### config.mk
export PLATFORM = sky130hd
export DESIGN_NAME = food_spawner
export DESIGN_NICKNAME = d
export VERILOG_FILES = /design/src/rtl/food_spawner_pkg.sv /design/src/rtl/lfsr16.sv /design/src/rtl/food_spawner.sv
export SDC_FILE = /design/constraint.sdc
export NUM_CORES = 1
export LEC_CHECK = 0
export BUFFER_PORTS_ARGS = -buffer_cell sky130_fd_sc_hd__buf_2
export CAP_MARGIN = 20
export CORE_UTILIZATION = 40
export DETAILED_ROUTE_END_ITERATION = 8
export PLACE_DENSITY = 0.62
export SLEW_MARGIN = 40
export SYNTH_ARGS = -nofsm -noshare
export SYNTH_HDL_FRONTEND = slang
export SYNTH_SLANG_ARGS = --single-unit
### constraint.sdc
create_clock -name i_clk -period 2.19 [get_ports i_clk]
set_clock_uncertainty 0.05 [all_clocks]
set_input_delay 0.219 -clock i_clk [delete_from_list [all_inputs] [get_ports i_clk]]
set_output_delay 0.219 -clock i_clk [all_outputs]
set_load 0.03 [all_outputs]
### src/rtl/food_spawner_pkg.sv
// Shared snake-game constants, FSM encoding and LFSR tap mask.
package food_spawner_pkg;

    localparam int GRID_W   = 40;
    localparam int GRID_H   = 30;
    localparam int CELL_PX  = 16;
    localparam int SCREEN_W = 640;
    localparam int SCREEN_H = 480;

    // x^16 + x^15 + x^13 + x^4 + 1 -> feedback from bits 15, 14, 12, 3
    localparam logic [15:0] LFSR_TAPS = 16'hD008;

    typedef enum logic [2:0] {
        ST_IDLE,
        ST_DRAW,
        ST_QUERY,
        ST_WAIT,
        ST_SCAN,
        ST_EMIT
    } state_t;

endpackage

### src/rtl/lfsr16.sv
// Seeded free-running 16-bit Fibonacci LFSR, shifting every cycle out of reset.
module lfsr16
    import food_spawner_pkg::*;
#(
    parameter logic [15:0] SEED = 16'hACE1
) (
    input  logic        i_clk,
    input  logic        i_rst,
    output logic [15:0] o_lfsr
);

    logic [15:0] lfsr_q;
    logic [15:0] lfsr_d;

    assign lfsr_d = {lfsr_q[14:0], ^(lfsr_q & LFSR_TAPS)};

    always_ff @(posedge i_clk or posedge i_rst) begin
        if (i_rst) begin
            lfsr_q <= SEED;
        end else begin
            lfsr_q <= lfsr_d;
        end
    end

    assign o_lfsr = lfsr_q;

endmodule

### src/rtl/food_spawner.sv
// Picks a free grid cell for the next food item: random draws first, linear scan as fallback.
module food_spawner #(
    parameter int          GRID_W    = food_spawner_pkg::GRID_W,
    parameter int          GRID_H    = food_spawner_pkg::GRID_H,
    parameter int          CELL_PX   = food_spawner_pkg::CELL_PX,
    parameter int          MAX_TRIES = 8,
    parameter logic [15:0] LFSR_SEED = 16'hACE1
) (
    input  logic       i_clk,
    input  logic       i_rst,
    input  logic       i_ate_req,
    output logic [5:0] o_occ_x,
    output logic [4:0] o_occ_y,
    output logic       o_occ_req,
    input  logic       i_occ_hit,
    output logic [9:0] o_food_x,
    output logic [9:0] o_food_y,
    output logic       o_food_valid,
    output logic       o_busy,
    output logic       o_grid_full
);

    import food_spawner_pkg::*;

    localparam int          SH        = $clog2(CELL_PX);
    localparam logic [5:0]  GW        = 6'(GRID_W);
    localparam logic [4:0]  GH        = 5'(GRID_H);
    localparam logic [3:0]  TRY_LIM   = 4'(MAX_TRIES);
    localparam logic [10:0] SCAN_LAST = 11'(GRID_W * GRID_H - 1);

    state_t      state_q, state_d;
    logic [5:0]  cand_x_q, cand_x_d;
    logic [4:0]  cand_y_q, cand_y_d;
    logic [3:0]  tries_q, tries_d;
    logic        scan_q, scan_d;
    logic [10:0] scnt_q, scnt_d;
    logic [9:0]  food_x_q, food_x_d;
    logic [9:0]  food_y_q, food_y_d;
    logic        full_q, full_d;

    logic [15:0] lfsr;
    logic [5:0]  draw_x;
    logic [4:0]  draw_y;
    logic [3:0]  tries_inc;
    logic        lfsr_unused;

    lfsr16 #(
        .SEED (LFSR_SEED)
    ) u_lfsr (
        .i_clk  (i_clk),
        .i_rst  (i_rst),
        .o_lfsr (lfsr)
    );

    assign draw_x      = lfsr[5:0];
    assign draw_y      = lfsr[10:6];
    assign lfsr_unused = ^lfsr[15:11];
    assign tries_inc   = tries_q + 4'd1;

    always_comb begin
        state_d  = state_q;
        cand_x_d = cand_x_q;
        cand_y_d = cand_y_q;
        tries_d  = tries_q;
        scan_d   = scan_q;
        scnt_d   = scnt_q;
        food_x_d = food_x_q;
        food_y_d = food_y_q;
        full_d   = full_q;
        unique case (state_q)
            ST_IDLE: begin
                if (i_ate_req && !full_q) begin
                    tries_d = '0;
                    scan_d  = 1'b0;
                    state_d = ST_DRAW;
                end
            end
            ST_DRAW: begin
                // Only in-range draws are latched, so a scan always starts on a legal cell.
                if (draw_x >= GW || draw_y >= GH) begin
                    tries_d = tries_inc;
                    if (tries_inc == TRY_LIM) state_d = ST_SCAN;
                end else begin
                    cand_x_d = draw_x;
                    cand_y_d = draw_y;
                    state_d  = ST_QUERY;
                end
            end
            ST_QUERY: state_d = ST_WAIT;
            ST_WAIT: begin
                if (!i_occ_hit) begin
                    food_x_d = 10'(cand_x_q) << SH;
                    food_y_d = 10'(cand_y_q) << SH;
                    state_d  = ST_EMIT;
                end else if (scan_q) begin
                    state_d = ST_SCAN;
                end else begin
                    tries_d = tries_inc;
                    state_d = (tries_inc == TRY_LIM) ? ST_SCAN : ST_DRAW;
                end
            end
            ST_SCAN: begin
                // First visit tests the current cell; later visits step row-major with wrap.
                if (!scan_q) begin
                    scan_d  = 1'b1;
                    scnt_d  = SCAN_LAST;
                    state_d = ST_QUERY;
                end else if (scnt_q == '0) begin
                    full_d  = 1'b1;
                    state_d = ST_IDLE;
                end else begin
                    if (cand_x_q == GW - 6'd1) begin
                        cand_x_d = '0;
                        cand_y_d = (cand_y_q == GH - 5'd1) ? 5'd0 : cand_y_q + 5'd1;
                    end else begin
                        cand_x_d = cand_x_q + 6'd1;
                    end
                    scnt_d  = scnt_q - 11'd1;
                    state_d = ST_QUERY;
                end
            end
            ST_EMIT: state_d = ST_IDLE;
            default: state_d = ST_IDLE;
        endcase
    end

    always_ff @(posedge i_clk or posedge i_rst) begin
        if (i_rst) begin
            state_q  <= ST_IDLE;
            cand_x_q <= '0;
            cand_y_q <= '0;
            tries_q  <= '0;
            scan_q   <= 1'b0;
            scnt_q   <= '0;
            food_x_q <= '0;
            food_y_q <= '0;
            full_q   <= 1'b0;
        end else begin
            state_q  <= state_d;
            cand_x_q <= cand_x_d;
            cand_y_q <= cand_y_d;
            tries_q  <= tries_d;
            scan_q   <= scan_d;
            scnt_q   <= scnt_d;
            food_x_q <= food_x_d;
            food_y_q <= food_y_d;
            full_q   <= full_d;
        end
    end

    assign o_occ_x      = cand_x_q;
    assign o_occ_y      = cand_y_q;
    assign o_occ_req    = (state_q == ST_QUERY);
    assign o_food_x     = food_x_q;
    assign o_food_y     = food_y_q;
    assign o_food_valid = (state_q == ST_EMIT);
    assign o_busy       = (state_q != ST_IDLE);
    assign o_grid_full  = full_q;

endmodule
Word-level counts from Yosys, hierarchy flattened
Cells that the tools add are included.

Flip-flop bits (word level): 58. Word-level logic and storage cells: 82. Output and inout bits: 35. Input port bits: 4.

Bitwise operators: 1. Order comparisons: 2. Equal/unequal tests: 18. Muxes and demuxes: 29. $add $sub $neg: 4. Reductions and logical operators: 18.

Operators with widths (number): 2-to-1 mux 5 bit (5); 2-to-1 mux 6 bit (4); 2-to-1 mux 11 bit (2); 2-to-1 mux 3 bit (6); inequality test 2 bit (second input constant) (9); 2-to-1 mux 4 bit (4); XOR reduction 16 bit (1); case mux 3 bit (5 select lines) (1); case mux 4 bit (3 select lines) (1); case mux 6 bit (2 select lines) (1); logical NOT 11 bit (1); subtractor 11 x 1 -> 11 bit (second input constant) (1); case mux 5 bit (2 select lines) (1); AND reduction 5 bit (2); AND reduction 2 bit (4); adder 6 x 1 -> 6 bit (second input constant) (1); equality test 3 x 2 -> 1 bit (second input constant) (2); equality test 3 bit (second input constant) (2); equality test 6 bit (second input constant) (1); greater-or-equal comparator 6 bit (second input constant) (1); nonzero test 3 bit (2); adder 5 x 1 -> 5 bit (second input constant) (1); equality test 5 bit (second input constant) (1); greater-or-equal comparator 5 bit (second input constant) (1); other kinds (15) (17).

Logic depth before layout (Yosys ltp)
Gate-level depths: netlist of run 1.

Depth in word-level cells: 6. Depth in mapped cells: 8. Mapped depth without buffers: 7.

Modules after synthesis
Synthesis of run 1 repeated with hierarchy kept, for this count alone.

Cell total of the unflattened synthesis: 281. Area, all modules: 2894.0 um^2.

By module, submodules not included: food_spawner (times used 1, sequential area each 1051.0 um^2, cells each 246, area each 2341.0 um^2); lfsr16 (times used 1, sequential area each 410.4 um^2, cells each 35, area each 553.0 um^2).

Worst setup path before layout of run 1
Ideal clock, no wire load.

Path kind: reg2reg. Start: register cand_x_q[0], in the netlist o_occ_x[0]. End: register cand_y_q[1], in the netlist o_occ_y[1]. Slack: 261 ps. Clock period less this slack: 1929 ps. Library setup time: 135 ps. Buffers on the path: 0. Data arrival time: 1744 ps. Data required time: 2005 ps. Stages on the path, launching flop included: 7. Cell sequence: dfrtp_1 > ha_1 > nand3b_1 > or3_1 > o2bb2ai_2 > a211oi_2 > a21oi_1.

Word-level cells in the longest chain between the ends: 3.

RTL lines: start: declaration (line food_spawner.sv:32) `logic [5:0] cand_x_q, cand_x_d;`; start signal: assignment (line food_spawner.sv:140) `cand_x_q <= cand_x_d;`; equality test 6 bit (line food_spawner.sv:112) `if (cand_x_q == GW - 6'd1) begin`; inequality test 2 bit (no source line); AND reduction 5 bit (no source line); end signal: assignment (line food_spawner.sv:141) `cand_y_q <= cand_y_d;`; end: declaration (line food_spawner.sv:33) `logic [4:0] cand_y_q, cand_y_d;`.

Every way passes these cells. A chain may end at the register's enable or synchronous reset.

Final worst setup path of run 1
Start: register state_q[2]. End: register cand_y_q[1], in the netlist o_occ_y[1].

Word-level cells in the longest chain between the ends: 3. Elaborated cells between the ends (all ways): 9. Classes of those cells: eq/ne: 6; mux: 1; reduce/logical: 2.

RTL lines: start: declaration (line food_spawner.sv:31) `state_t state_q, state_d;`; start signal: assignment (line food_spawner.sv:139) `state_q <= state_d;`; equality test 3 bit or equality test 3 x 1 -> 1 bit (tied branches) (line food_spawner.sv:70) `unique case (state_q)`; inequality test 2 bit (no source line) or nonzero test 2 bit (tied branches); AND reduction 5 bit (no source line).

Parallel ways exist; a longest one is shown, timed or not.

==> results of run 1 <==
==> cell families (layout without fill, tap and decap cells) <==
| kind of cell | Yosys count | after routing | share of synthesized area |
|---|---|---|---|
| buf+inv | 25 | 63 | 0.0519 |
| simple gates | 90 | 90 | 0.178 |
| mux | 11 | 11 | 0.0447 |
| flops | 58 | 58 | 0.527 |
| compound gates | 55 | 55 | 0.132 |
| other cells | 1 | 9 | 0.00135 |
| xor+xnor | 12 | 12 | 0.0379 |
| fa+ha+maj | 6 | 6 | 0.0271 |
==> cells in the final DEF, fill, tap and decap left out, drive strengths merged, types with 3 or more instances in the layout <==
cell type	synthesis	final
a21oi	9	9
a31oi	5	5
and3	5	5
buf	15	38
clkbuf	2	10
clkinvlp	0	3
conb	1	9
dfrtp	50	50
dfstp	8	8
ha	6	6
inv	8	8
mux2	11	11
nand2	23	23
nand2b	5	5
nand3	10	10
nand4	6	6
nor2	16	16
nor2b	3	3
nor3	5	5
nor3b	3	3
nor4	3	3
o211ai	3	3
o21ai	17	17
o31ai	6	6
or3	3	3
xnor2	5	5
xor2	7	7
==> cell type report <==
class	instances	area share
tap	77	0.0300
multi-input combinational	183	0.373
clock buffer	10	0.0428
inverter	8	0.00935
sequential	58	0.455
timing repair buffer	39	0.0693
clock inverter	6	0.0206
==> repair_timing <==
action,CTS,global route
hold endpoints to repair,24,0
gates resized for setup,0,0
hold buffers,1,0
==> worst min-delay path: cells and delay by family <==
kind,cells,cell delay [ns]
buffers and inverters,1,0.11
AO/OA/AOI/OAI,2,0.21
==> stage by stage <==
stage | util | setup slack (ns) | hold slack (ns)
finish | 0.492 | 0.219 | 0.195
floorplan | - | 0.261 | 0.304
detailed placement | 0.459 | 0.216 | 0.267
CTS | 0.492 | 0.210 | 0.180
global route | 0.492 | 0.0389 | 0.212
global placement | 0.459 | 0.243 | 0.262
==> path summary, 6_finish.rpt <==
path	end	slack [ns]
worst min register to register	u_lfsr.o_lfsr[7]	0.32
worst max register to register	o_occ_y[1]	0.22
worst max-delay path	o_occ_y[1]	0.22
min in group asynchronous	o_occ_x[1]	0.41
max in group asynchronous	u_lfsr.o_lfsr[5]	0.97
worst min-delay path	state_q[0]	0.19
==> layer usage <==
metal  track usage  up-vias
met3        0.0457       10
met5             0        -
met4        0.0909        0
li1              -      997
met1         0.236      991
met2         0.253       49
==> power by group through the flow <==
stage	sequential (mW)	combinational (mW)	clock [mW]
6_report	1.07	0.0482	0.999
5_1_grt	1.07	0.0565	1.08
4_1_cts	1.07	0.0505	1.04
3_5_place_dp	1.09	0.0494	0
3_3_place_gp	1.09	0.0491	0
2_1_floorplan	1.09	0.0489	0
==> flip-flops by register name, summed over array words and instances, names as in the netlist <==
register       cells
tries_q            4
o_occ_x            6
o_food_y           5
o_grid_full        1
scan_q             1
state_q            3
o_food_x           6
scnt_q            11
u_lfsr.o_lfsr     16
o_occ_y            5
==> impl_metrics.csv, run 1 <==
group,metric,value,unit
detailed_routing,viasPerCell,5.37,
global_route,grt_pass1_wl,9530,um
timing,tightest_slew,0.552,ns
detailed_routing,antenna_left,0,
global_route,grt_pass1_vias,1958,
finish,fillers,596,
power_and_ir_drop,p_sw_frac,0.230,
power_and_ir_drop,p_per_area,660,nW/um^2
clock_tree,clockBufferDepth,2,
worst_setup_path,crit_start,"state_q[2]",
global_route,antenna_found_initial,0,
detailed_routing,wl_per_cell,14.2,um
synthesis,synthCells,258,
worst_setup_path,cp.arrival,2.14,ns
job,maxCapViolCount,0,
power_and_ir_drop,pwr-share-clk,0.471,
synthesis,yosysMostFrequentCell,"dfrtp_1",
timing,final-setup-viol-count,0,
synthesis,yosys_warnings,0,
global_route,grt_max_degree,28,
synthesis,synthTopCellsByArea,"dfrtp_1, dfstp_2, nand2_1, mux2_1, buf_4",
worst_setup_path,cp_slowest_cell,"dfrtp_1",
worst_setup_path,crit_cells,5,
synthesis,ys_seq_area_frac,0.527,
clock_tree,cts_root_buf,"clkbuf_8",
worst_setup_path,cp-start-kind,"flip-flop",
synthesis,synth.avg_cell_area,10.8,sq um
detailed_routing,drt_iter0_drc,108,
worst_setup_path,path_delay_family,"simple AND/OR/NAND/NOR gates",
synthesis,yosysTopAreaCell,"dfrtp_1",
finish,multi_input_area,1200,sq um
worst_setup_path,r2r_start,"state_q[2]",
timing,fin_setup_tns,0,ns
clock_tree,cts_buffers,9,
finish,seqCellArea,1460,sq um
clock_tree,cts_tree,"done",
finish,layout.cells.non_filler,381,
placement,placedCellCount,364,
worst_setup_path,worst_ep_required_time,2.36,ns
synthesis,synth_common_cells,"dfrtp_1, nand2_1, nor2_1",
synthesis,netlist.area_leader.share,0.451,
min_path,hold_start,"i_occ_hit",
global_route,grt_overflow,0,
min_path,holdPathStages,3,
clock_tree,cts_setup_buffers,0,
finish,fin_area,3210,sq um
detailed_routing,top_layer,"met4",
finish,diodes,0,
placement,hpwl,3780,um
detailed_routing,dr_wl_met2,2340,um
floorplanning,core_area,6530,sq um
power_and_ir_drop,pwr-share-seq,0.506,
detailed_routing,drt-total-wl,5400,um
power_and_ir_drop,pwr-share-comb,0.023,
worst_setup_path,r2r_cells,5,
timing,min_period_over_period,0.900,
finish,layout-drive-gt1-share,0.257,
placement,port_buffers,29,
power_and_ir_drop,switchingPower,0.486,mW
detailed_routing,route.met3.wl,243,um
floorplanning,die_area,7270,sq um
detailed_routing,drt-met1-wl,2710,um
finish,area_growth_syn_to_layout,15.8,%
timing,fmax,507,MHz
power_and_ir_drop,intPower,1.63,mW
timing,hold_violations,0,
power_and_ir_drop,vdd_drop_max,0.626,mV
synthesis,synth_edf_count,0,
clock_tree,h-tree-depth,3,
floorplanning,rows,29,
clock_tree,cts.clk_slew.worst_paths,0.07,ns
floorplanning,die_y,85.3,um
placement,place_area,3000,sq um
floorplanning,ios,39,
min_path,min_path_type,"in -> reg",
clock_tree,insertion_delay,0.34,ns
status,status,"finished, final reports clean",
power_and_ir_drop,p_leak,1.55,nW
finish,layout.nets,309,
detailed_routing,drc,0,
timing,slew_violations,0,
global_route,track_usage,0.173,
detailed_routing,vias,2047,
synthesis,ys_ff_latch,58,
timing,period_needed,1.97,ns
floorplanning,die_w,85.3,um
timing,worst_slew_margin_rel,0.632,
worst_setup_path,critPathMaxFanout,10,
synthesis,async_reset_ff_frac,1.00,
power_and_ir_drop,power.total,2.12,mW
worst_setup_path,crit_chain,"or3b_4 > or3_1 > o2bb2ai_2 > a211oi_2 > a21oi_1",
worst_setup_path,critPathCaptureType,"flip-flop",
floorplanning,start_util,0.425,
timing,rsz0062_at_grt,"false",
synthesis,synth_area,2770,sq um
worst_setup_path,crit_type,"reg -> reg",
clock_tree,cts_sinks,58,
worst_setup_path,path_buf_inv,0,
detailed_routing,first_pass_iters,4,
synthesis,synth-main-ff-cell,"dfrtp_1",
placement,gp_congestion,0.799,
synthesis,yosysUniqueCellTypes,57,
worst_setup_path,slowest_delay,0.46,ns
No activity file was read; power rests on OpenSTA's default activity.
==> inputs of run 2 (changes only) <==
--- a/config.mk
+++ b/config.mk
@@ -7,9 +7,11 @@
 export LEC_CHECK = 0
 export BUFFER_PORTS_ARGS = -buffer_cell sky130_fd_sc_hd__buf_2
 export CAP_MARGIN = 20
+export CELL_PAD_IN_SITES_DETAIL_PLACEMENT = 0
+export CELL_PAD_IN_SITES_GLOBAL_PLACEMENT = 1
 export CORE_UTILIZATION = 40
 export DETAILED_ROUTE_END_ITERATION = 8
-export PLACE_DENSITY = 0.62
+export PLACE_DENSITY = 0.75
 export SLEW_MARGIN = 40
 export SYNTH_ARGS = -nofsm -noshare
 export SYNTH_HDL_FRONTEND = slang
==> impl_metrics.csv, run 2 (synthesis gave the netlist of run 1 again) <==
group,metric,value,unit
clock_tree,cts.clk_slew.worst_paths,0.07,ns
global_route,track_usage,0.174,
power_and_ir_drop,p_leak,1.58,nW
min_path,holdPathStages,3,
timing,finalWorstSetupSlack,0.224,ns
timing,fmax,509,MHz
min_path,hold_start,"i_occ_hit",
finish,layout.nets,311,
clock_tree,cts_setup_buffers,0,
power_and_ir_drop,vdd_drop_max,0.344,mV
detailed_routing,drt-total-wl,5560,um
finish,mostFrequentLayoutCells,"dfrtp_1, buf_2, nand2_1, nor2_1, clkbuf_8",
detailed_routing,antenna_left,0,
timing,slew_violations,0,
worst_setup_path,r2r_cells,6,
global_route,grt_max_degree,59,
detailed_routing,wl_per_cell,14.5,um
placement,hpwl,3730,um
clock_tree,cts_root_buf,"clkbuf_8",
timing,hold_violations,0,
timing,fin_setup_tns,0,ns
worst_setup_path,crit_start,"o_occ_x[0]",
worst_setup_path,cp-start-kind,"flip-flop",
finish,layout-drive-gt1-share,0.258,
worst_setup_path,cp.arrival,2.12,ns
job,maxCapViolCount,0,
clock_tree,cts_buffers,9,
floorplanning,die_area,7270,sq um
clock_tree,clockBufferDepth,2,
power_and_ir_drop,power.total,2.17,mW
finish,final_core_util,0.498,
worst_setup_path,r2r_start,"o_occ_x[0]",
global_route,grtUsageMet2,0.254,
power_and_ir_drop,pwr-share-comb,0.023,
status,status,"finished, final reports clean",
finish,diodes,0,
placement,port_buffers,29,
floorplanning,rows,29,
global_route,antenna_found_initial,0,
global_route,grt_pass1_wl,9600,um
worst_setup_path,r2r_end,"o_occ_y[1]",
worst_setup_path,worst-r2r-setup-slack,0.22,ns
worst_setup_path,critPathMaxFanout,10,
worst_setup_path,crit_type,"reg -> reg",
power_and_ir_drop,switchingPower,0.472,mW
clock_tree,cts_tree,"done",
timing,min_period_over_period,0.898,
power_and_ir_drop,p_sw_frac,0.218,
clock_tree,cts_resized,0,
global_route,grt_overflow,0,
power_and_ir_drop,intPower,1.70,mW
placement,gp_congestion,0.779,
timing,hold_ws,0.188,ns
detailed_routing,vias,2036,
detailed_routing,first_pass_iters,4,
finish,area_growth_syn_to_layout,17.1,%
global_route,use_met1,0.233,
finish,final_common_cell,"dfrtp_1",
timing,period_needed,1.97,ns
power_and_ir_drop,pwr-share-seq,0.494,
worst_setup_path,critPathCaptureType,"flip-flop",
detailed_routing,drc,0,
worst_setup_path,crit_chain,"ha_1 > nand3b_1 > or3_1 > o2bb2ai_2 > a211oi_2 > a21oi_1",
floorplanning,die_y,85.3,um
detailed_routing,viasPerCell,5.32,
global_route,grt_busiest_layer,"met2",
placement,dpl_worst_slack,0.203,ns
global_route,use_met3,0.0438,
clock_tree,h-tree-depth,3,
detailed_routing,drt_iter0_drc,90,
timing,rsz0062_at_grt,"false",
worst_setup_path,cp_slowest_cell,"dfrtp_1",
timing,final-setup-viol-count,0,
power_and_ir_drop,p_per_area,668,nW/um^2
worst_setup_path,slowest_delay,0.45,ns
min_path,min_path_type,"in -> reg",
clock_tree,insertion_delay,0.35,ns
floorplanning,core_area,6530,sq um
clock_tree,cts_sinks,58,
power_and_ir_drop,pwr-share-clk,0.483,
floorplanning,ios,39,
floorplanning,start_util,0.425,
worst_setup_path,worst_ep_required_time,2.35,ns
worst_setup_path,cp-endpoint,"o_occ_y[1]",
finish,largest_register_ffs,16,
global_route,grt_pass1_vias,1947,
floorplanning,die_w,85.3,um
clock_tree,hold_buffers,1,
## run 2: per-stage QoR
step,std cells,area (sq um)
floorplan,266,2800
global placement,366,3030
detailed placement,366,3030
CTS,383,3250
global route,383,3250
finish,383,3250
## run 2: worst min-delay path by stage
stage,slack [ns],endpoint
global route,0.21,state_q[0]
floorplan,0.30,u_lfsr.o_lfsr[2]
detailed placement,0.25,o_food_x[4]
CTS,0.19,state_q[0]
finish,0.19,state_q[0]
global placement,0.25,o_food_x[4]
## run 2: power by group through the flow
stage               Combinational, mW  Sequential, mW  Clock, mW
floorplan                      0.0489            1.09          0
global placement               0.0511            1.09          0
detailed placement             0.0513            1.09          0
CTS                            0.0526            1.07       1.07
global route                   0.0586            1.07       1.10
finish                         0.0504            1.07       1.05
## run 2: final cells by class
cell class	instances	area (sq um)
clock buffer	14	173
clock inverter	2	35.0
fill	613	3280
inverter	8	30.0
multi-input combinational	183	1200
sequential	58	1460
tap	77	96.3
timing repair buffer	41	250
## run 2: critical path: cells and delay by family, from the launching register on
kind                       cells  cell delay (ns)
DFF                            1             0.45
AOI/OAI and AO/OA              3             0.51
adders and majority gates      1             0.25
and+or+nand+nor                2             0.56
## run 2: layer usage
metal,vias to the layer above,part of all wire
met1,996,0.50
met4,0,0.024
met5,-,0
met2,28,0.44
met3,13,0.036
li1,999,-
==> inputs of run 3 (changes only) <==
--- a/config.mk
+++ b/config.mk
@@ -9,9 +9,10 @@
 export CAP_MARGIN = 20
 export CELL_PAD_IN_SITES_DETAIL_PLACEMENT = 0
 export CELL_PAD_IN_SITES_GLOBAL_PLACEMENT = 1
+export CORE_ASPECT_RATIO = 1.75
 export CORE_UTILIZATION = 40
 export DETAILED_ROUTE_END_ITERATION = 8
-export PLACE_DENSITY = 0.75
+export PLACE_DENSITY = 0.7
 export SLEW_MARGIN = 40
 export SYNTH_ARGS = -nofsm -noshare
 export SYNTH_HDL_FRONTEND = slang
==> impl_metrics.csv, run 3 (synthesis gave the netlist of run 1 again) <==
group,metric,value,unit
status,status,"finished, final reports clean",
detailed_routing,drt_iter0_drc,116,
floorplanning,core_area,6640,sq um
worst_setup_path,crit_type,"reg -> reg",
detailed_routing,first_pass_iters,4,
timing,hold_violations,0,
detailed_routing,vias,2016,
detailed_routing,wl_per_cell,14.5,um
floorplanning,ios,39,
global_route,track_usage,0.176,
floorplanning,die_area,7290,sq um
clock_tree,cts_resized,0,
power_and_ir_drop,vdd_drop_max,0.552,mV
finish,area_growth_syn_to_layout,20.3,%
min_path,min_path_type,"in -> reg",
timing,fmax,510,MHz
worst_setup_path,cp-start-kind,"flip-flop",
detailed_routing,antenna_left,0,
timing,fin_setup_tns,0,ns
timing,worst_slew_margin_rel,0.649,
clock_tree,cts.clk_slew.worst_paths,0.05,ns
timing,final-setup-viol-count,0,
floorplanning,die_y,112,um
clock_tree,cts_root_buf,"clkbuf_16",
job,maxCapViolCount,0,
detailed_routing,drt-total-wl,5590,um
placement,hpwl,4060,um
global_route,grt_pass1_vias,1943,
floorplanning,rows,39,
finish,final_core_util,0.503,
finish,mostFrequentLayoutCells,"dfrtp_1, buf_2, nand2_1, nor2_1",
clock_tree,cts_buffers,9,
timing,period_needed,1.96,ns
worst_setup_path,critPathMaxFanout,6,
worst_setup_path,critPathCaptureType,"flip-flop",
detailed_routing,viasPerCell,5.21,
timing,rsz0062_at_grt,"false",
global_route,grt_overflow,0,
clock_tree,cts_tree,"done",
power_and_ir_drop,p_per_area,736,nW/um^2
clock_tree,cts_sinks,58,
timing,min_period_over_period,0.896,
detailed_routing,drc,0,
global_route,antenna_found_initial,0,
clock_tree,h-tree-depth,3,
power_and_ir_drop,p_leak,1.61,nW
finish,diodes,0,
placement,place_area,3030,sq um
finish,fillers,654,
clock_tree,hold_buffers,1,
global_route,grt_max_degree,37,
floorplanning,die_w,65.0,um
global_route,grt_pass1_wl,9490,um
floorplanning,start_util,0.418,
finish,fin_area,3340,sq um
timing,slew_violations,0,
clock_tree,cts_setup_buffers,0,
finish,layout-drive-gt1-share,0.256,
clock_tree,clockBufferDepth,2,
finish,layout.nets,310,
timing,tightest_slew,0.525,ns
finish,largest_register_ffs,16,
clock_tree,insertion_delay,0.32,ns
placement,port_buffers,29,
finish,final_common_cell,"dfrtp_1",
worst_setup_path,cp.arrival,2.15,ns
worst_setup_path,worst_ep_required_time,2.38,ns
placement,gp_congestion,0.756,
-- run 3: cell type report --
type	instances	area, sq um	area share
repair buffers	40	243	0.0728
multi-input cells	183	1200	0.361
clock inverters	1	7.51	0.00225
well taps	82	103	0.0308
clock buffers	15	288	0.0863
inverters	8	30.0	0.00900
flip-flops and latches	58	1460	0.438
-- run 3: layer usage --
metal / vias to the layer above / track usage / routed length, um
met4: 0 / 0.0800 / 80
met1: 971 / 0.203 / 2250
met2: 41 / 0.292 / 3060
met3: 7 / 0.0539 / 204
met5: - / 0 / 0
li1: 997 / - / -
-- run 3: worst max-delay path: stages, from the launching register on --
cell and delay (ns):
dfrtp_1 0.42, or4_4 0.57, nor2_4 0.15, nand3_2 0.11, or4_1 0.40, a21oi_1 0.17
-- run 3: worst paths after layout --
path                             startpoint                end  slack, ns  cells after the start
max                               scnt_q[2]          scnt_q[8]       0.23                      5
min                               i_ate_req             scan_q       0.21                      4
max reg2reg                       scnt_q[2]          scnt_q[8]       0.23                      5
min reg2reg                u_lfsr.o_lfsr[6]   u_lfsr.o_lfsr[7]       0.31                      0
max in group asynchronous             i_rst  u_lfsr.o_lfsr[11]       1.01                      4
min in group asynchronous             i_rst          scnt_q[1]       0.43                      3
-- run 3: report_power, final --
| part | internal [mW] | switching (mW) |
|---|---|---|
| sequential | 1.07 | 0 |
| combinational | 0.00715 | 0.0435 |
| clock | 0.888 | 0.442 |
| total | 1.97 | 0.486 |
-- run 3: metrics by stage --
step,hold slack (ns),cells,total power [mW],worst slack (ns)
after detailed placement,0.244,370,1.14,0.254
after floorplan,0.304,266,1.14,0.261
after global routing,0.250,387,2.56,0.108
final,0.214,387,2.46,0.228
after global placement,0.241,370,1.14,0.242
after CTS,0.214,387,2.49,0.224
